$ cat config.mk
export PLATFORM = sky130hd
export DESIGN_NAME = add_operand_feeder
export DESIGN_NICKNAME = d
export VERILOG_FILES = /design/src/rtl/add_operand_feeder_pkg.sv /design/src/rtl/add_operand_feeder_sync_fifo.sv /design/src/rtl/add_operand_feeder.sv
export SDC_FILE = /design/constraint.sdc
export NUM_CORES = 1
export LEC_CHECK = 0
export CORE_ASPECT_RATIO = 2
export CORE_MARGIN = 1
export CORE_UTILIZATION = 47
export CTS_BUF_LIST = sky130_fd_sc_hd__clkbuf_16
export CTS_CLUSTER_DIAMETER = 120
export CTS_CLUSTER_SIZE = 14
export DETAILED_ROUTE_END_ITERATION = 10
export HOLD_SLACK_MARGIN = 0.1
export PLACE_DENSITY = 0.76
export SYNTH_ARGS = -nofsm -noshare
export SYNTH_HDL_FRONTEND = slang
export SYNTH_SLANG_ARGS = --single-unit
export TNS_END_PERCENT = 50
$ cat constraint.sdc
create_clock -name clk -period 1.9 [get_ports clk]
set_input_delay 0.38 -clock clk [delete_from_list [all_inputs] [get_ports clk]]
set_output_delay 0.38 -clock clk [all_outputs]
set_load 0.01 [all_outputs]
$ cat src/rtl/add_operand_feeder_pkg.sv
// Types and defaults shared by the operand feeder and the 4-bit `add` benches.
package add_operand_feeder_pkg;

   localparam int unsigned ADD_WIDTH = 4;

   typedef struct packed {
      logic [ADD_WIDTH-1:0] a;
      logic [ADD_WIDTH-1:0] b;
   } pair_t;

endpackage

$ cat src/rtl/add_operand_feeder_sync_fifo.sv
// Synchronous FIFO with an occupancy output. There is no bypass path, so a push into an
// empty FIFO is only visible at the head after the edge.
module add_operand_feeder_sync_fifo #(
   parameter int unsigned DW    = 8,
   parameter int unsigned DEPTH = 4,
   localparam int unsigned PW   = $clog2(DEPTH)
) (
   input  logic          clk,
   input  logic          rst_n,
   input  logic          clear,
   input  logic          push,
   input  logic          pop,
   input  logic [DW-1:0] wdata,
   output logic [DW-1:0] rdata,
   output logic [PW:0]   level
);

   logic [DW-1:0] mem [DEPTH];
   logic [PW-1:0] wptr_q, rptr_q;
   logic [PW:0]   level_q;

   // DEPTH is a power of two, so the pointers wrap naturally.
   always_ff @(posedge clk or negedge rst_n) begin
      if (!rst_n) begin
         wptr_q  <= '0;
         rptr_q  <= '0;
         level_q <= '0;
      end else if (clear) begin
         wptr_q  <= '0;
         rptr_q  <= '0;
         level_q <= '0;
      end else begin
         if (push) wptr_q <= wptr_q + 1'b1;
         if (pop)  rptr_q <= rptr_q + 1'b1;
         if (push && !pop) begin
            level_q <= level_q + 1'b1;
         end else if (pop && !push) begin
            level_q <= level_q - 1'b1;
         end
      end
   end

   always_ff @(posedge clk) begin
      if (push && !clear) mem[wptr_q] <= wdata;
   end

   assign rdata = mem[rptr_q];
   assign level = level_q;

endmodule

$ cat src/rtl/add_operand_feeder.sv
// Buffers operand pairs for the external adder, registers its sum/carry as a result stream
// and counts carry-out events.
module add_operand_feeder
   import add_operand_feeder_pkg::*;
#(
   parameter int unsigned WIDTH = ADD_WIDTH,
   parameter int unsigned DEPTH = 4,
   parameter int unsigned CNT_W = 8
) (
   input  logic                     clk,
   input  logic                     rst_n,
   input  logic                     clear,
   input  logic                     in_valid,
   output logic                     in_ready,
   input  logic [WIDTH-1:0]         in_a,
   input  logic [WIDTH-1:0]         in_b,
   output logic [WIDTH-1:0]         num1,
   output logic [WIDTH-1:0]         num2,
   input  logic [WIDTH-1:0]         sum_in,
   input  logic                     cout_in,
   output logic                     res_valid,
   input  logic                     res_ready,
   output logic [WIDTH-1:0]         res_sum,
   output logic                     res_cout,
   output logic [CNT_W-1:0]         ovf_count,
   output logic [$clog2(DEPTH):0]   fifo_level
);

   localparam int unsigned LW = $clog2(DEPTH) + 1;
   localparam logic [LW-1:0] FULL_LEVEL = LW'(DEPTH);
   localparam logic [CNT_W-1:0] OVF_MAX = '1;

   logic              push, pop, not_empty;
   logic [2*WIDTH-1:0] head;
   logic [LW-1:0]     level;

   logic              res_valid_q;
   logic [WIDTH-1:0]  res_sum_q;
   logic              res_cout_q;
   logic [CNT_W-1:0]  ovf_q;

   add_operand_feeder_sync_fifo #(
      .DW    (2 * WIDTH),
      .DEPTH (DEPTH)
   ) u_fifo (
      .clk   (clk),
      .rst_n (rst_n),
      .clear (clear),
      .push  (push),
      .pop   (pop),
      .wdata ({in_a, in_b}),
      .rdata (head),
      .level (level)
   );

   // in_ready ignores a same-edge pop and clear, so a full FIFO never accepts.
   assign in_ready  = (level != FULL_LEVEL);
   assign not_empty = (level != '0);
   assign push      = in_valid & in_ready & ~clear;
   assign pop       = not_empty & (~res_valid_q | res_ready) & ~clear;

   assign num1 = not_empty ? head[2*WIDTH-1:WIDTH] : '0;
   assign num2 = not_empty ? head[WIDTH-1:0] : '0;

   always_ff @(posedge clk or negedge rst_n) begin
      if (!rst_n) begin
         res_valid_q <= 1'b0;
         res_sum_q   <= '0;
         res_cout_q  <= 1'b0;
         ovf_q       <= '0;
      end else if (clear) begin
         res_valid_q <= 1'b0;
         res_sum_q   <= '0;
         res_cout_q  <= 1'b0;
         ovf_q       <= '0;
      end else if (pop) begin
         res_valid_q <= 1'b1;
         res_sum_q   <= sum_in;
         res_cout_q  <= cout_in;
         if (cout_in && (ovf_q != OVF_MAX)) ovf_q <= ovf_q + 1'b1;
      end else if (res_ready) begin
         res_valid_q <= 1'b0;
      end
   end

   assign res_valid  = res_valid_q;
   assign res_sum    = res_sum_q;
   assign res_cout   = res_cout_q;
   assign ovf_count  = ovf_q;
   assign fifo_level = level;

endmodule

==> run metrics <==
clock latency on the worst-skew pair 290 ps; Synth area leader edfxtp_1; layout cell share with drive strength beyond 1 0.297; Setup crit start kind flop; antenna violations before repair 0; DR WL/cell 15.5 um; Final HPWL DP 3410 um; TritonCTS buffer count 5; DR vias/cell 5.38; register bit total from synthesis 53; commonest non-fill, non-tap cell in the layout clkdlybuf4s50_1; first-pass GRT wire length 7350 um; Post-synth EDFFs 32; Vias 1,555; TritonCTS clock tree done; diode count 0; post-route ant nets 0; crit-path max FO 8; nets 255; status finished, violations left; Routed WL 4470 um; Seq/Total Area, Yosys 0.615; worst setup margin -68.6 ps; Synth Flop Type edfxtp_1; Design Power 4140 uW; crit path max-delay cell type mux4_2; clk_skew 4.84 ps; Layout area overhead 33.8%; setup violators final 10; Rel. slew slack 0.720; WS Path Type flop to primary output; required time of the critical path 1520 ps; Root Buffer clkbuf_16; FMAX 0.508 GHz; Starting Density 0.492; share of the synthesized area in the top cell type 0.398; Max Cap Violations 0; Hold Fails Final Rpt 0; clock slew at reported path FFs 70 ps; synth top area cells edfxtp_1 40%, dfrtp_1 22%, mux4_2 7.5%, ha_1 2.6%, mux2i_1 2.5%; WHS 437 ps; die area 5450 um2; CP Capture Type primary output; Synth cell types 41; row count 36; worst-path cell chain buf_12 -> mux4_2 -> and2_4 -> buf_6; Initial DRC Count 21; fin crit period 1970 ps; largest net degree at the start of global routing 22; CTS Sinks 53; RSZ-0062 raised after global routing yes; Mapped Cells 168; FFs w/ async S/R, synth 0.396; Buffers on Ports 43; core area 4910 um2; Syn. warnings 0; Post-Syn Area per Cell 14.4 um2; IO Count 44; PD cells 1280 nW/um2; Worst Path Arrival 1590 ps; drt drc 0; Die Y 103 um; Seq. cell area 1490 um2; FILL cells 371; worst hold path class primary input to asynchronous set/reset pin; final core utilization 0.659; Placer Congestion 0.740; Mapped Area 2420 um2; failing checks setup timing; Tot GR Track Use 0.188; most frequent cells in the layout 34 x clkdlybuf4s50_1, 32 x edfxtp_1, 19 x buf_4; setup TNS -522 ps; Max VDD drop 0.00108 V; grt total ovfl 0; multi-input logic area 886 um2; Worst-Margin Slew 420 ps; max incr delay on CP 500 ps; DR pass1 iterations 4; post-synthesis net count 192; Pins Over Slew Limit 0; H-tree depth 2; CTS max path bufs 2; die span in x 52.7 um; Leakage 0.00123 uW; vias in the first global route 1,604; fin crit share 1.04
## cells in the mapped netlist, types with 2 or more instances
library cell,n
and2_1,5
or3_1,2
o21ai_0,4
inv_1,5
ha_1,5
nand3_1,7
xnor2_1,2
buf_6,4
nor3_1,2
xor2_1,3
dfrtp_1,21
nor2_1,16
edfxtp_1,32
mux4_2,8
a21oi_1,7
mux2_2,2
nand2_1,3
mux2i_1,6
o31ai_1,3
and2_2,7
nor2b_1,2
or4_1,3
## area by class of cell
cell class,count,area share
inverters,5,0.00580
flip-flops and latches,53,0.461
multi-input cells,102,0.274
clock buffers,5,0.0387
well taps,57,0.0221
clock inverters,3,0.00774
repair buffers,64,0.191
## metal layers
metal	vias up	wire length, um	global-route usage
li1	745	-	-
met1	760	1600	0.194
met2	39	2630	0.354
met3	11	137	0.0307
met4	0	110	0.0810
met5	-	0	0
## power breakdown
part           switching (uW)  internal, uW
Clock                     401           495
Sequential               84.3          1370
Combinational             734          1060
## path summary, 6_finish.rpt
| kind | from | end | slack [ps] | cells after the start |
|---|---|---|---|---|
| worst max-delay path | u_fifo.rptr_q[0]$_DFFE_PN0P_ | num1[2] | -70 | 4 |
| worst min-delay path | rst_n | ovf_count[6]$_DFFE_PN0P_ | 440 | 2 |
| worst max register to register | u_fifo.level[0]$_DFFE_PN0P_ | u_fifo.level[1]$_DFFE_PN0P_ | -10 | 6 |
| worst min register to register | res_sum[2]$_DFFE_PN0P_ | res_sum[2]$_DFFE_PN0P_ | 520 | 2 |
| max in group asynchronous | rst_n | u_fifo.level[0]$_DFFE_PN0P_ | 1220 | 2 |
| min in group clk | res_sum[2]$_DFFE_PN0P_ | res_sum[2]$_DFFE_PN0P_ | 520 | 2 |
## stage by stage
stage | setup WS (ps) | std cells | area (um2)
after floorplan | -129 | 168 | 2430
after global placement | -318 | 279 | 3040
after detailed placement | -371 | 279 | 3040
after CTS | -92.8 | 289 | 3220
after global routing | -147 | 289 | 3230
final | -68.6 | 289 | 3230
## cells by family after synthesis
| logic type | Yosys count | synth area share |
|---|---|---|
| xor+xnor | 5 | 0.0181 |
| compound gates | 19 | 0.0559 |
| flops | 53 | 0.615 |
| buf+inv | 13 | 0.0352 |
| mux | 16 | 0.109 |
| simple gates | 56 | 0.133 |
| fa+ha+maj | 6 | 0.0342 |
## critical path, delay by kind of cell (launching register included)
family / cells / cell delay (ps)
DFF: 1 / 390
buffers and inverters: 2 / 260
muxes: 1 / 500
and+or+nand+nor: 1 / 150
## what timing repair did
action / 4_1_cts / 5_1_grt
setup buffers: 2 / 0
gates resized for setup: 49 / 6
hold buffers: 0 / 0
pin swaps: 12 / 0
setup endpoints to repair: 12 / 12
## flip-flops by register name, summed over array words and instances (netlist names)
register,cells
res_cout,1
res_sum,4
res_valid,1
u_fifo.mem,32
ovf_count,8
u_fifo.wptr_q,2
u_fifo.level,3
u_fifo.rptr_q,2
(Power assumes the default switching activity.)
==> variant (config.mk and constraints unchanged) <==
Set the package constant `ADD_WIDTH` to 5 (it was 4).
--- a/src/rtl/add_operand_feeder_pkg.sv
+++ b/src/rtl/add_operand_feeder_pkg.sv
@@ -2,5 +2,5 @@
 package add_operand_feeder_pkg;
 
-   localparam int unsigned ADD_WIDTH = 4;
+   localparam int unsigned ADD_WIDTH = 5;
 
    typedef struct packed {
Interface: changed (6 resized); port bits go from 44 to 50. The function was not compared with the original's and may differ.
==> variant against the original RTL <==
  * The flow still finishes with violations (negative setup slack)
  * Routed wire length rose by 24%
  * Critical path depth unchanged
  * Cell area increased by 17%
  * Sequential cell count is 9 higher
  * Power is 19% higher
  * Core utilization is 0.51 points higher
  * Area after synthesis up 15%
  * Setup slack lost 0.059 ns
  * Critical path type unchanged
  * Highest routed layer unchanged
==> variant: results <==
export IMPL_seq_area_frac_synth_pct=63.18
export IMPL_synth_distinct_cells=43
export IMPL_synthMuxAreaShare_pct=9.206
export IMPL_cts_max_level=3
export IMPL_netlist_instances=197
export IMPL_violations="negative setup slack"
export IMPL_grt_pass1_wl_um=9073
export IMPL_port_buffers=49
export IMPL_setup_viol=12
export IMPL_synth_area_top_cells="edfxtp_1 (43%), dfrtp_1 (20%), mux4_2 (8.1%)"
export IMPL_drt_iter0_drc=53
export IMPL_hold_path_class="in -> async"
export IMPL_slowest_stage="mux4_2"
export IMPL_final_setup_tns_ns=-1.309
export IMPL_grt_max_degree=25
export IMPL_clkSlewWorstSetupHoldPaths_ns=0.05
export IMPL_synth_adder_area_share_pct=2.978
export IMPL_fill_cells=432
export IMPL_layout_drive_gt1_share_pct=27.54
export IMPL_placed_cell_area_sq_mm=0.003551
export IMPL_leakage_nw=1.454
export IMPL_worst_pin_slew_ns=0.4597
export IMPL_async_flop_share_pct=35.48
export IMPL_drt_pass1_iter_count=4
export IMPL_clock_latency_ns=0.32
export IMPL_regMostFlops="u_fifo.mem"
export IMPL_place_inst=321
export IMPL_hold_buffers=0
export IMPL_final_max_slew_violation_count=0
export IMPL_critical_path_top_delay_family="multiplexers"
export IMPL_synth_fp_nets=224
export IMPL_ys_top_cells_by_count="edfxtp_1 (40), dfrtp_1 (22), a21oi_1 (15), and2_1 (15), nor2_1 (15)"
export IMPL_gp_congestion=0.7778
export IMPL_dp_hpwl_um=3928
export IMPL_finClkSkew_ns=0.007708
export IMPL_vias_per_cell=5.499
export IMPL_synth_ff_type="edfxtp_1"
export IMPL_pre_cts_ws_ns=-0.2405
export IMPL_synth_compound_area_share_pct=5.280
export IMPL_worst_slack_ns=-0.1280
export IMPL_status="finished, violations left"
export IMPL_fin_nets=299
export IMPL_grt_use_total_pct=19.66
export IMPL_grt_pass1_vias=1847
export IMPL_synth_xor_xnor_area_share_pct=1.534
export IMPL_route_detailed_wl_per_inst_um=16.42
export IMPL_cts_made_buffers=9
export IMPL_worst_ir_drop_vdd_mv=1.062
export IMPL_cp_max_fo=5
export IMPL_antenna_found_initial=0
export IMPL_cp_slowest_stage_delay_ns=0.48
export IMPL_antenna_cells=0
export IMPL_arrival_ns=1.65
export IMPL_largest_reg_flops=40
export IMPL_vias=1853
export IMPL_synth_edff_count=40
variant: changes by cell type in the layout (fill, tap and decap cells not counted), sizes merged, moves of 3 or more:
cell,delta
nand2,+11
a21oi,+8
edfxtp,+8
mux2i,-6
buf,+4
clkbuf,+4
clkdlybuf4s50,+4
nor3,+3
variant: per-layer routing:
layer	wire [um]	global-route usage (%)	vias to the layer above
met1	2054	20.82	917
met4	125	9.431	0
met5	0	0	-
met2	3134	34.60	44
li1	-	-	884
met3	219	5.855	8
variant: where the power goes:
group	leakage, nW	switching (mW)	internal (mW)
clock network	0.134	0.510	0.845
registers	0.655	0.116	1.60
logic	0.665	0.815	1.03
total	1.45	1.44	3.48
variant: path summary, 6_finish.rpt:
kind	startpoint	endpoint	slack (ns)	cells past startpoint
setup / recovery	u_fifo.rptr_q[0]	num1[1]	-0.13	4
hold / removal	rst_n	ovf_count[1]	0.41	2
setup reg to reg	u_fifo.level[0]	u_fifo.level[2]	-0.09	8
hold reg to reg	res_sum[2]	res_sum[2]	0.52	2
max in group asynchronous	rst_n	u_fifo.level[1]	1.23	2
min in group clk	res_sum[2]	res_sum[2]	0.52	2
variant: final cells by class:
cell class / count / area [sq um] / share of cell area (%)
flip-flops and latches: 62 / 1757 / 46.35
multi-input cells: 122 / 982.2 / 25.92
repair buffers: 72 / 706.9 / 18.65
clock buffers: 9 / 225.2 / 5.943
well taps: 61 / 76.32 / 2.014
clock inverters: 6 / 23.77 / 0.6273
inverters: 5 / 18.77 / 0.4952
variant: what timing repair did:
| action | in CTS | in global routing |
|---|---|---|
| pin swaps | 12 | 0 |
| gates resized for setup | 49 | 3 |
| cloned | 1 | 0 |
| buffers inserted | 0 | 0 |
| setup endpoints to repair | 13 | 12 |
